### src/rtl/ps2_port_pkg.sv
// Shared types and constants for the PS/2 keyboard port: receiver FSM
// states, status register bit positions and FIFO geometry.
package ps2_port_pkg;

    typedef enum logic {
        RX_IDLE  = 1'b0,
        RX_SHIFT = 1'b1
    } rx_state_t;

    localparam int FRAME_BITS = 11;

    localparam int FIFO_DEPTH = 8;
    localparam int PTR_W      = 3;
    localparam int CNT_W      = 4;

    localparam int STAT_NOT_EMPTY = 0;
    localparam int STAT_FULL      = 1;
    localparam int STAT_OVERFLOW  = 2;
    localparam int STAT_FRAME_ERR = 3;
    localparam int STAT_IRQ_EN    = 4;

endpackage

### src/rtl/ps2_rx.sv
// PS/2 frame receiver: synchronizes the raw lines, shifts in 11-bit frames on
// falling ps2_clk edges and emits one-clk valid/err strobes per frame.
module ps2_rx
    import ps2_port_pkg::*;
#(
    parameter int TIMEOUT = 25000
) (
    input  logic       clk,
    input  logic       rst,
    input  logic       ps2_clk,
    input  logic       ps2_dat,
    output logic       valid,
    output logic [7:0] data,
    output logic       err
);

    localparam int TO_W = $clog2(TIMEOUT + 1);
    localparam logic [TO_W-1:0] TO_LAST  = TO_W'(TIMEOUT - 1);
    localparam logic [3:0]      LAST_BIT = 4'(FRAME_BITS - 1);

    logic [1:0] raw_lines;
    logic [1:0] synced;
    logic       clk_s;
    logic       dat_s;
    logic       fall;

    assign raw_lines = {ps2_dat, ps2_clk};

    generate
        for (genvar gi = 0; gi < 2; gi++) begin : g_sync
            logic meta_reg;
            logic sync_reg;
            always_ff @(posedge clk) begin
                if (rst) begin
                    meta_reg <= 1'b1;
                    sync_reg <= 1'b1;
                end else begin
                    meta_reg <= raw_lines[gi];
                    sync_reg <= meta_reg;
                end
            end
            assign synced[gi] = sync_reg;
        end
    endgenerate

    assign clk_s = synced[0];
    assign dat_s = synced[1];

    rx_state_t       state_reg,   state_next;
    logic [3:0]      bit_cnt_reg, bit_cnt_next;
    logic [TO_W-1:0] to_cnt_reg,  to_cnt_next;
    logic [9:0]      shift_reg,   shift_next;
    logic [7:0]      data_reg,    data_next;
    logic            valid_reg,   valid_next;
    logic            err_reg,     err_next;
    logic            clk_prev_reg;

    assign fall = clk_prev_reg & ~clk_s;

    always_ff @(posedge clk) begin
        if (rst) begin
            state_reg    <= RX_IDLE;
            bit_cnt_reg  <= '0;
            to_cnt_reg   <= '0;
            shift_reg    <= '0;
            data_reg     <= '0;
            valid_reg    <= 1'b0;
            err_reg      <= 1'b0;
            clk_prev_reg <= 1'b1;
        end else begin
            state_reg    <= state_next;
            bit_cnt_reg  <= bit_cnt_next;
            to_cnt_reg   <= to_cnt_next;
            shift_reg    <= shift_next;
            data_reg     <= data_next;
            valid_reg    <= valid_next;
            err_reg      <= err_next;
            clk_prev_reg <= clk_s;
        end
    end

    // shift_reg collects start..parity LSB-first; the stop bit is checked live.
    always_comb begin
        state_next   = state_reg;
        bit_cnt_next = bit_cnt_reg;
        to_cnt_next  = to_cnt_reg;
        shift_next   = shift_reg;
        data_next    = data_reg;
        valid_next   = 1'b0;
        err_next     = 1'b0;
        case (state_reg)
            RX_IDLE: begin
                if (fall) begin
                    shift_next   = {dat_s, shift_reg[9:1]};
                    bit_cnt_next = 4'd1;
                    to_cnt_next  = '0;
                    state_next   = RX_SHIFT;
                end
            end
            RX_SHIFT: begin
                if (fall) begin
                    to_cnt_next = '0;
                    if (bit_cnt_reg == LAST_BIT) begin
                        state_next   = RX_IDLE;
                        bit_cnt_next = '0;
                        if (!shift_reg[0] && (^shift_reg[9:1]) && dat_s) begin
                            valid_next = 1'b1;
                            data_next  = shift_reg[8:1];
                        end else begin
                            err_next = 1'b1;
                        end
                    end else begin
                        shift_next   = {dat_s, shift_reg[9:1]};
                        bit_cnt_next = bit_cnt_reg + 4'd1;
                    end
                end else if (to_cnt_reg == TO_LAST) begin
                    state_next   = RX_IDLE;
                    bit_cnt_next = '0;
                    to_cnt_next  = '0;
                    err_next     = 1'b1;
                end else begin
                    to_cnt_next = to_cnt_reg + 1'b1;
                end
            end
            default: state_next = RX_IDLE;
        endcase
    end

    assign valid = valid_reg;
    assign data  = data_reg;
    assign err   = err_reg;

endmodule

### src/rtl/ps2_port.sv
// CPU-facing PS/2 keyboard port: 8-deep scancode FIFO, data/status port
// decode and a level interrupt while data is pending.
module ps2_port
    import ps2_port_pkg::*;
#(
    parameter logic [7:0] DATA_PORT = 8'h00,
    parameter logic [7:0] STAT_PORT = 8'h01,
    parameter int         TIMEOUT   = 25000
) (
    input  logic       clk,
    input  logic       rst,
    input  logic       ps2_clk,
    input  logic       ps2_dat,
    input  logic [7:0] pin_pa,
    input  logic [7:0] pin_po,
    input  logic       pin_pw,
    output logic [7:0] pin_pi,
    output logic       pin_intr
);

    localparam logic [CNT_W-1:0] FULL_CNT = CNT_W'(FIFO_DEPTH);

    logic       rx_valid;
    logic       rx_err;
    logic [7:0] rx_data;

    ps2_rx #(
        .TIMEOUT(TIMEOUT)
    ) u_rx (
        .clk    (clk),
        .rst    (rst),
        .ps2_clk(ps2_clk),
        .ps2_dat(ps2_dat),
        .valid  (rx_valid),
        .data   (rx_data),
        .err    (rx_err)
    );

    logic [7:0]       fifo_mem [FIFO_DEPTH];
    logic [PTR_W-1:0] wr_ptr_reg;
    logic [PTR_W-1:0] rd_ptr_reg;
    logic [CNT_W-1:0] count_reg;
    logic             overflow_reg;
    logic             frame_err_reg;
    logic             irq_en_reg;
    logic             intr_reg;

    logic empty, full;
    logic pop_req, stat_wr, flush;
    logic do_pop, do_push, ovf_set;
    logic [7:0] stat_vec;
    logic unused_po;

    assign empty   = (count_reg == '0);
    assign full    = (count_reg == FULL_CNT);
    assign pop_req = pin_pw && (pin_pa == DATA_PORT);
    assign stat_wr = pin_pw && (pin_pa == STAT_PORT);
    assign flush   = stat_wr && pin_po[0];

    // A pop in the same clk frees the slot, so a push into a full FIFO still lands.
    assign do_pop  = pop_req && !empty && !flush;
    assign do_push = rx_valid && !flush && (!full || do_pop);
    assign ovf_set = rx_valid && !flush && full && !do_pop;

    assign unused_po = ^pin_po[7:2];

    always_ff @(posedge clk) begin
        if (do_push) begin
            fifo_mem[wr_ptr_reg] <= rx_data;
        end
    end

    always_ff @(posedge clk) begin
        if (rst) begin
            wr_ptr_reg    <= '0;
            rd_ptr_reg    <= '0;
            count_reg     <= '0;
            overflow_reg  <= 1'b0;
            frame_err_reg <= 1'b0;
            irq_en_reg    <= 1'b0;
            intr_reg      <= 1'b0;
        end else begin
            if (flush) begin
                wr_ptr_reg    <= '0;
                rd_ptr_reg    <= '0;
                count_reg     <= '0;
                overflow_reg  <= 1'b0;
                frame_err_reg <= 1'b0;
            end else begin
                if (do_push) wr_ptr_reg <= wr_ptr_reg + 1'b1;
                if (do_pop)  rd_ptr_reg <= rd_ptr_reg + 1'b1;
                if (do_push && !do_pop) begin
                    count_reg <= count_reg + 1'b1;
                end else if (do_pop && !do_push) begin
                    count_reg <= count_reg - 1'b1;
                end
                if (ovf_set) overflow_reg  <= 1'b1;
                if (rx_err)  frame_err_reg <= 1'b1;
            end
            if (stat_wr) irq_en_reg <= pin_po[1];
            intr_reg <= irq_en_reg & !empty;
        end
    end

    always_comb begin
        stat_vec                 = '0;
        stat_vec[STAT_NOT_EMPTY] = !empty;
        stat_vec[STAT_FULL]      = full;
        stat_vec[STAT_OVERFLOW]  = overflow_reg;
        stat_vec[STAT_FRAME_ERR] = frame_err_reg;
        stat_vec[STAT_IRQ_EN]    = irq_en_reg;
    end

    // Reads are forced to zero while reset is held so the CPU never sees stale state.
    always_comb begin
        pin_pi = 8'h00;
        if (!rst) begin
            if (pin_pa == DATA_PORT) begin
                pin_pi = empty ? 8'h00 : fifo_mem[rd_ptr_reg];
            end else if (pin_pa == STAT_PORT) begin
                pin_pi = stat_vec;
            end
        end
    end

    assign pin_intr = intr_reg;

endmodule

### config.mk
export PLATFORM = sky130hd
export DESIGN_NAME = ps2_port
export DESIGN_NICKNAME = d
export VERILOG_FILES = /design/src/rtl/ps2_port_pkg.sv /design/src/rtl/ps2_rx.sv /design/src/rtl/ps2_port.sv
export SDC_FILE = /design/constraint.sdc
export NUM_CORES = 1
export LEC_CHECK = 0
export ABC_AREA = 1
export CORE_UTILIZATION = 35
export DETAILED_ROUTE_END_ITERATION = 8
export DONT_BUFFER_PORTS = 1
export MAX_ROUTING_LAYER = met4
export PLACE_DENSITY = 0.59
export SLEW_MARGIN = 10
export SYNTH_ARGS = -nofsm -noshare
export SYNTH_HDL_FRONTEND = slang
export SYNTH_SLANG_ARGS = --single-unit
### constraint.sdc
create_clock -name clk -period 6.7 [get_ports clk]
set_clock_uncertainty 0.1 [all_clocks]
set_input_delay 1.34 -clock clk [delete_from_list [all_inputs] [get_ports clk]]
set_output_delay 1.34 -clock clk [all_outputs]
set_load 0.02 [all_outputs]
==> summary.md, run 1 <==
| Metric | Value |
|---|---|
| Outcome | completed |
| Initial antenna violation count | 0 |
| Cell variety after synth | 42 |
| Tmin final | ~4200 ps |
| Worst Hold Depth | 1 |
| Via count | 4123 |
| Die Area | about 0.017 sq mm |
| First-pass DRT Iterations | 4 |
| Share of layout cells above drive strength 1 | 0.1204 |
| Clock Sinks | 126 |
| EDFF count, synth | 64 |
| Reg clk slew, reported paths | roughly 50 ps |
| Non-filler cells, final | between 800 and 900 |
| Met1 global-route usage | 0.1779 |
| Worst slew margin | 0.3249 |
| Final Max Slew Viols | 0 |
| Syn Inst Count | a little over 600 |
| Sequential fraction of the synthesis area | 0.5594 |
| Dpl hpwl | about 7.6 mm |
| Die Y | ~130 um |
| PD cells | approximately 270 mW/mm^2 |
| Hold Buf Count CTS | 0 |
| Clock latency on the worst-skew pair | 410 ps |
| Final setup vio count | 0 |
| Mapped cell area | ~0.0057 sq mm |
| Largest net degree at the start of global routing | 36 |
| Num rows | between 40 and 50 |
| Grt met2 use | 0.2533 |
| Syn nets | roughly 640 |
| CTS tree | done |
| Crit Path Category | primary input to output port |
| Max Clock Freq | about 240 MHz |
| WP data required | between 5000 and 6000 ps |
| RSZ-0062 raised after global routing | false |
| Crit path capture type | output port |
| Core area | about 0.016 sq mm |
| Max-Cap Viols | 0 |
| GR peak layer | met2 |
| Leak | about 2.2 nW |
| Register-to-register setup slack | ~3900 ps |
| Total grt overflow | 0 |
| Crit path DAT | between 2000 and 3000 ps |
| Met3 Resource Use GR | 0.03922 |
| Hold EP | u_rx.dat_s |
| CP Launch Type | primary input |
| Setup total negative slack | 0 ps |
| Drc violations | 0 |
| TritonCTS buffer count | 17 |
| Inserted Diodes | 0 |
| Ys async rst share | 0 |
| CTS Buffer Depth | 2 |
| Initial DRC Count | between 300 and 400 |
| WL/cell | around 14 um |
| Reg-to-reg startpoint | count_reg[0] |
| Syn_area_per_cell | 9.209 sq um |
| RD Place Congestion | between 0.7 and 0.8 |
| Worst hold path type | register to register |
| Fin crit share | 0.6311 |
| Die width | ~130 um |
| NumNets Final | roughly 650 |
| First-pass GRT wire length | between 15 and 20 mm |
| Post-CTS Setup Bufs | 0 |
| Most used DFF post-synth | edfxtp_1 |
| Reg-to-reg endpoint | count_reg[3] |
| Measured slew at the worst slew-check pin | 1009 ps |
| Area added between synthesis and finish | 14.21% |
| HP Start | u_rx.g_sync[1].meta_reg |
| Synthesized flop and latch total | about 130 |
| R2R depth | 17 |
| Port buffer count | 0 |
| Drt total wl | around 11 mm |
| All-Layer GR Usage | 0.1532 |
| I/O pin cnt | 30 |
| H-tree levels | 4 |
| Initial Util | 0.3572 |
| Vias in the first global route | slightly below 4000 |
| Peak VDD IR | just over 0.2 mV |
| Count of final hold-check violations | 0 |
| Via density per instance | roughly 4.9 |
| Post-cts sizing count | 0 |
| Root Driver | clkbuf_16 |
| Largest register FFs | between 60 and 70 |
| Synth Warn # | 0 |
| Post-route ant nets | 0 |
| Placed insts | 815 |
| CP max FO | 4 |
## stage by stage
step / hold slack (ps) / setup slack [ps] / util / total power [mW] / area, sq um
2_1_floorplan: 289.5 / 2901 / - / 0.8680 / 5654
3_3_place_gp: 298.5 / 2428 / 0.3711 / 0.8734 / 5874
3_5_place_dp: 297.1 / 2403 / 0.3711 / 0.8749 / 5874
4_1_cts: 309.7 / 2398 / 0.4080 / 1.775 / 6457
5_1_grt: 319.5 / 2297 / 0.4080 / 1.817 / 6457
6_report: 307.9 / 2472 / 0.4080 / 1.760 / 6457
## worst max-delay path by stage
stage / start / end / slack (ps) / cells after the start
finish: pin_pa[4] / pin_pi[5] / 2470 / 7
floorplan: pin_pa[7] / pin_pi[5] / 2900 / 7
global route: pin_pa[4] / pin_pi[5] / 2300 / 7
CTS: pin_pa[4] / pin_pi[5] / 2400 / 7
detailed placement: pin_pa[4] / pin_pi[5] / 2400 / 7
global placement: pin_pa[7] / pin_pi[5] / 2430 / 7
## layout make-up
cell class	instances	area, sq um
Clock inverter	12	136.4
Timing Repair Buffer	4	30.03
Inverter	70	262.8
Fill cell	1534	9370
Multi-Input combinational cell	399	2148
Tap cell	216	270.3
Clock buffer	20	446.7
Sequential cell	126	3163
## cells in the final DEF, fill, tap and decap left out, types with 3 or more instances in the layout
cell and instances:
nor3_1 9, nand3_1 21, nor2_2 5, inv_1 64, o221ai_1 9, clkinv_4 3
o21ai_0 54, or2_2 4, a21oi_1 45, ha_1 8, inv_2 6, nand3_4 3
nand2_4 4, nor2_4 3, nand3_2 5, buf_4 4, o211ai_1 5, a31oi_1 4
clkbuf_16 17, edfxtp_1 64, dfxtp_1 62, a22oi_1 3, nand2_2 7, xor2_1 6
nand2_1 100, nor2_1 70, nand4_1 14, clkinvlp_4 3
## power breakdown
group          switching (mW)  internal (mW)
sequential            0.00380          0.808
clock                   0.342          0.559
combinational          0.0327         0.0138
total                   0.379           1.38
## Yosys cell counts, types with 3 or more instances
master    count  area [sq um]
nand2_4       4         45.04
nor2_2        5         31.28
ha_1          8         100.1
o221ai_1      9         78.83
inv_2         6         22.52
xor2_1        6         52.55
o21ai_0      54         270.3
a21oi_1      45         225.2
nor2_1       70         262.8
inv_1        64         240.2
dfxtp_1      62          1241
nand3_1      21         105.1
edfxtp_1     64          1922
buf_2         9         45.04
o211ai_1      5         37.54
nand4_1      14         87.58
a22oi_1       3         22.52
nand2_2       7         43.79
a31oi_1       4         25.02
or2_2         4         25.02
nor3_1       11         55.05
nand3_4       3         52.55
nand2_1     100         375.4
nand3_2       5         50.05
nor2_4        3         33.78
clkbuf_1      7         26.28
## cells by family (layout without fill, tap and decap cells)
logic type,count (synthesis),count (layout),synth area share
AOI/OAI and AO/OA,130,130,0.1295
xor gates and xnor gates,7,7,0.01084
adders and majority gates,9,9,0.02124
buffers and inverters,89,106,0.06240
DFF,126,126,0.5594
and+or+nand+nor,253,253,0.2166
## metal layers
metal	wire, um	share of wire
met5	0	0
met4	131	0.011
met3	471	0.041
met1	5353	0.47
met2	5508	0.48
## worst max-delay path, cell delays in order
cell and delay (ps):
inv_1 40, nand2_1 60, nor2_2 120, nand2_4 100, nor3_1 560, nand2_1 130, a31oi_1 440
(Power assumes the default switching activity.)
==> run 2: changes to the inputs <==
Settings changed: PLACE_DENSITY 0.59 to 0.61.
Clock period 6.7 ns to 3.7 ns, I/O delays scaled along.
==> run 2 against run 1 <==
Power up 89%. Register-to-register slack worse by 2900 ps. Critical path depth fell by 2. Worst hold slack got worse by 21 ps. Worst setup slack worse by 2200 ps. Flip-flop and latch count unchanged. Global-route usage about the same. Utilization grew 0.74 points. Clock-buffer cell count decreased by 2. Sequential power increased by 81%. First-iteration DRC count fell by 20%. Critical endpoint is now pin_pi[1]. Largest cell class unchanged. Highest routed layer unchanged.
==> summary.md, run 2 (synthesized netlist as in run 1, its figures left out) <==
| Metric | Value |
|---|---|
| CP max FO | 17 |
| NumNets Final | ~660 |
| RD Place Congestion | about 0.82 |
| WL/cell | roughly 13 um |
| Die Y | between 100 and 150 um |
| Grt met2 use | 0.2533 |
| Stages on worst setup path | 5 |
| Leak | between 2 and 2.5 nW |
| Largest net degree at the start of global routing | 35 |
| TritonCTS buffer count | 17 |
| CTS tree | done |
| H-tree levels | 4 |
| Crit path DAT | between 2000 and 3000 ps |
| Met1 global-route usage | 0.1791 |
| Peak VDD IR | 0.3395 mV |
| Count of final hold-check violations | 0 |
| CP max-delay cell | dfxtp_1 |
| Worst slew margin | 0.5139 |
| Drc violations | 0 |
| Total grt overflow | 0 |
| Largest register FFs | 64 |
| Delay-heaviest family, CP | compound AO/OA/AOI/OAI gates |
| Core area | 0.01583 sq mm |
| Post-route ant nets | 0 |
| Vias in the first global route | ~3800 |
| Measured slew at the worst slew-check pin | 728.4 ps |
| Crit Path Category | register to output port |
| Hold Buf Count CTS | 0 |
| Dpl hpwl | 7.473 mm |
| Clock latency on the worst-skew pair | roughly 420 ps |
| Die Area | 0.01667 sq mm |
| Initial antenna violation count | 0 |
| Via count | between 4000 and 5000 |
| First-pass GRT wire length | around 19 mm |
| I/O pin cnt | 30 |
| Sw power | 703.4 uW |
| Met3 Resource Use GR | 0.03386 |
| Share of layout cells above drive strength 1 | 0.1326 |
| Max-Cap Viols | 0 |
| Most common cell after layout, fill and taps aside | nand2_1 |
| Final hold slack | about 290 ps |
| Internal Dissipation | between 2 and 3 mW |
| Crit-path cells | inv_1 > o21ai_0 > o22ai_1 > o21ai_0 > a31oi_1 |
| Crit path capture type | output port |
| R2R depth | 15 |
| Reg clk slew, reported paths | 60 ps |
| Die width | 129.1 um |
| Combinational power share | 0.026 |
| Slowest stage delay, CP | 750 ps |
| Fin crit share | 0.9320 |
| Port buffer count | 0 |
| Initial Util | 0.3572 |
| Area added between synthesis and finish | 16.29% |
| GR peak layer | met2 |
| Inserted Diodes | 0 |
| PD cells | approximately 510 mW/mm^2 |
| Worst Hold Depth | 1 |
| RSZ-0062 raised after global routing | false |
| Via density per instance | 4.903 |
| First-pass DRT Iterations | 5 |
| Tmin final | 3448 ps |
| CTS Buffer Depth | 2 |
| WP data required | 2860 ps |
| Final setup vio count | 0 |
| Seq pwr share | 0.441 |
| Post-CTS Setup Bufs | 0 |
| Initial DRC Count | 255 |
| Clock network fraction of total power | 0.533 |
| Worst hold path type | primary input to register |
| Outcome | completed |
| Commonest non-fill, non-tap cells in the layout | 100 x nand2_1, 70 x nor2_1, 64 x inv_1, 64 x edfxtp_1, 62 x dfxtp_1 |
| Post-cts sizing count | 0 |
| Root Driver | clkbuf_16 |
| Num rows | 46 |
| Bufs and invs on worst path | 1 |
| CP Launch Type | register |
| All-Layer GR Usage | 0.1535 |
| Fin util | 0.4154 |
| Critical path's most frequent cell | o21ai_0 |
| Sw Share | 0.2110 |
| Setup total negative slack | 0 ps |
| Drt total wl | around 11 mm |
| Max Clock Freq | about 290 MHz |
| Final Max Slew Viols | 0 |
| Clock Sinks | approximately 130 |
run 2: cell types whose count changed in the layout (fill, tap and decap cells not counted):
| cell | delta |
|---|---|
| buf_4 | +10 |
| inv_6 | +3 |
| bufinv_16 | +2 |
| clkinv_2 | -2 |
| clkinvlp_4 | -2 |
| nor3_1 | +2 |
| nor3_2 | -2 |
| clkbuf_1 | -1 |
| clkbuf_8 | -1 |
| clkinv_4 | +1 |
run 2: worst register-to-register path: stages, from the launching register on:
cell	delay [ps]
dfxtp_1	350
or2_1	290
nor3_1	320
nand2_4	120
nand3_4	120
inv_2	60
ha_1	220
inv_1	120
ha_1	240
a21o_1	180
a21oi_1	160
nor2_1	60
nor2_1	80
nand2_1	70
o21bai_1	120
a21oi_1	50
run 2: path summary, 6_finish.rpt:
kind                                              start                  to  slack, ps
worst max-delay path                           register           pin_pi[1]        250
worst min register to register  u_rx.g_sync[1].meta_reg          u_rx.dat_s        310
worst min-delay path                                rst  u_rx.to_cnt_reg[5]        290
worst max register to register             count_reg[0]        count_reg[3]        950
run 2: stage by stage:
stage / instances / power [mW] / instance area [sq um] / worst slack, ps
after floorplan: 614 / 1.572 / 5654 / 781.4
after detailed placement: 825 / 1.586 / 5939 / 551.5
after global placement: 825 / 1.584 / 5939 / 611.2
after global routing: 857 / 3.437 / 6575 / 115.4
after CTS: 857 / 3.368 / 6575 / 235.0
final: 857 / 3.333 / 6575 / 251.7
run 2: area by class of cell:
class | count | area, sq um
repair buffers | 14 | 105.1
clock inverters | 14 | 206.4
multi-input cells | 399 | 2138
flip-flops and latches | 126 | 3163
clock buffers | 18 | 429.2
fillers | 1538 | 9253
well taps | 216 | 270.3
inverters | 70 | 262.8
run 2: power groups by stage:
stage	clock network, mW	registers, mW	logic, mW
6_report	1.78	1.47	0.0860
5_1_grt	1.87	1.47	0.0968
4_1_cts	1.81	1.47	0.0873
3_5_place_dp	0	1.50	0.0870
3_3_place_gp	0	1.50	0.0846
2_1_floorplan	0	1.50	0.0740
run 2: per-layer routing:
metal,part of all wire,up-vias
met5,0,-
li1,-,2131
met1,0.47,1979
met2,0.48,81
met4,0.013,0
met3,0.038,11
==> run 3: changes to the inputs <==
Settings changed: MAX_ROUTING_LAYER met4 to unset.
==> run 3 against run 2 <==
Worst hold slack barely moved. Final cell count did not move. Utilization did not move. Largest cell class unchanged. Clock-buffer cell count did not move. Sequential share of layout area did not move. Via count fell by 0.12%. Critical path depth did not move. Die area did not move. First-iteration DRC count fell by 0.39%. Register-to-register slack barely moved.
==> summary.md, run 3 (synthesized netlist as in run 1, its figures left out) <==
| Metric | Value |
|---|---|
| Outcome | completed |
| Area added between synthesis and finish | 16.29% |
| Total power | roughly 3.3 mW |
| Leak | 2.289 nW |
| Num rows | 46 |
| Slowest stage delay, CP | around 740 ps |
| H-tree levels | 4 |
| Share of layout cells above drive strength 1 | 0.1326 |
| Count of final hold-check violations | 0 |
| Worst slew margin | 0.5146 |
| Post-cts sizing count | 0 |
| CP Launch Type | register |
| First-pass GRT wire length | about 19 mm |
| WP data required | around 2900 ps |
| Drt total wl | 11.42 mm |
| Vias in the first global route | between 3000 and 4000 |
| Post-route setup slack | approximately 290 ps |
| WL/cell | about 13 um |
| Core area | between 0.015 and 0.02 sq mm |
| PD cells | ~500 mW/mm^2 |
| Dpl hpwl | between 7 and 8 mm |
| Setup total negative slack | 0 ps |
| CP max-delay cell | dfxtp_1 |
| Pre-CTS setup slack | around 550 ps |
| Clock latency on the worst-skew pair | around 420 ps |
| Critical path's most frequent cell | o21ai_0 |
| TritonCTS buffer count | 17 |
| Root Driver | clkbuf_16 |
| DRT met1 WL | 5.304 mm |
| Non-filler cells, final | around 860 |
| Max layer used | met4 |
| Fin crit share | 0.9227 |
| Commonest non-fill, non-tap cells in the layout | 100 x nand2_1, 70 x nor2_1, 64 x inv_1, 64 x edfxtp_1, 62 x dfxtp_1 |
| CTS tree | done |
| Die Y | ~130 um |
| Met2 wire length | approximately 5.4 mm |
| First-pass DRT Iterations | 5 |
| Peak VDD IR | about 0.34 mV |
| Via density per instance | just under 5 |
| Initial DRC Count | roughly 250 |
| Post-CTS Setup Bufs | 0 |
| DR WL met3 | ~510 um |
| All-Layer GR Usage | 0.1490 |
| Crit path capture type | output port |
| Final hold slack | 287.4 ps |
| CP max FO | 17 |
| Final Max Slew Viols | 0 |
| RD Place Congestion | between 0.8 and 0.9 |
| CTS Buffer Depth | 2 |
| NumNets Final | approximately 660 |
| Crit path DAT | approximately 2600 ps |
| Port buffer count | 0 |
| Post-route ant nets | 0 |
| Reg clk slew, reported paths | approximately 60 ps |
| Hold Buf Count CTS | 0 |
| Measured slew at the worst slew-check pin | just over 700 ps |
| Worst hold path type | primary input to register |
| Initial antenna violation count | 0 |
| Die width | between 100 and 150 um |
| Tmin final | 3414 ps |
| Total grt overflow | 0 |
| I/O pin cnt | 30 |
| Initial Util | 0.3572 |
| Placed insts | ~830 |
| Final setup vio count | 0 |
| Crit-path cells | inv_1 > o21ai_0 > o22ai_1 > o21ai_0 > a31oi_1 |
| Max-Cap Viols | 0 |
| Crit Path Category | register to output port |
| Via count | ~4200 |
| RSZ-0062 raised after global routing | false |
| Drc violations | 0 |
| Max Clock Freq | 292.9 MHz |
| Largest register FFs | 64 |
| Largest net degree at the start of global routing | 35 |
| Die Area | 0.01667 sq mm |
| Clock Sinks | approximately 130 |
| Most common cell after layout, fill and taps aside | nand2_1 |
| Inserted Diodes | 0 |
run 3: cell counts in the layout (fill, tap and decap cells not counted):
Identical to the previous run, type by type.
run 3: path summary, 6_finish.rpt:
check                           from                 end  slack [ps]  depth (start not counted)
max                         register           pin_pi[1]         290                          5
min reg2reg  u_rx.g_sync[1].meta_reg          u_rx.dat_s         310                          1
min                              rst  u_rx.to_cnt_reg[5]         290                          1
max reg2reg             count_reg[0]        count_reg[3]         950                         15
run 3: per-stage QoR:
step	cell area (sq um)	utilization
after floorplan	5654	-
after global placement	5939	0.3753
after detailed placement	5939	0.3753
after CTS	6575	0.4154
after global routing	6575	0.4154
final	6575	0.4154
run 3: area by class of cell:
cell class              instances  area, sq um
clock buffers                  18        429.2
clock inverters                14        206.4
well taps                     216        270.3
repair buffers                 14        105.1
flip-flops and latches        126         3163
multi-input cells             399         2138
fillers                      1538         9253
inverters                      70        262.8
run 3: metal layers:
metal | vias to the layer above | GRT usage
met2 | 92 | 0.2533
li1 | 2132 | -
met3 | 12 | 0.03386
met1 | 1961 | 0.1794
met5 | - | 0
met4 | 0 | 0.06851
run 3: where the power goes:
part           total (mW)  switching, mW  internal (mW)  leakage [nW]
logic              0.0859         0.0599         0.0260          1.00
registers            1.47        0.00712           1.46         0.980
clock network        1.78          0.636           1.14         0.306
run 3: worst max-delay path, delay by kind of cell, from the launching register on:
kind            cells  cell delay (ps)
compound gates      4              930
flops               1              740
buf+inv             1              490
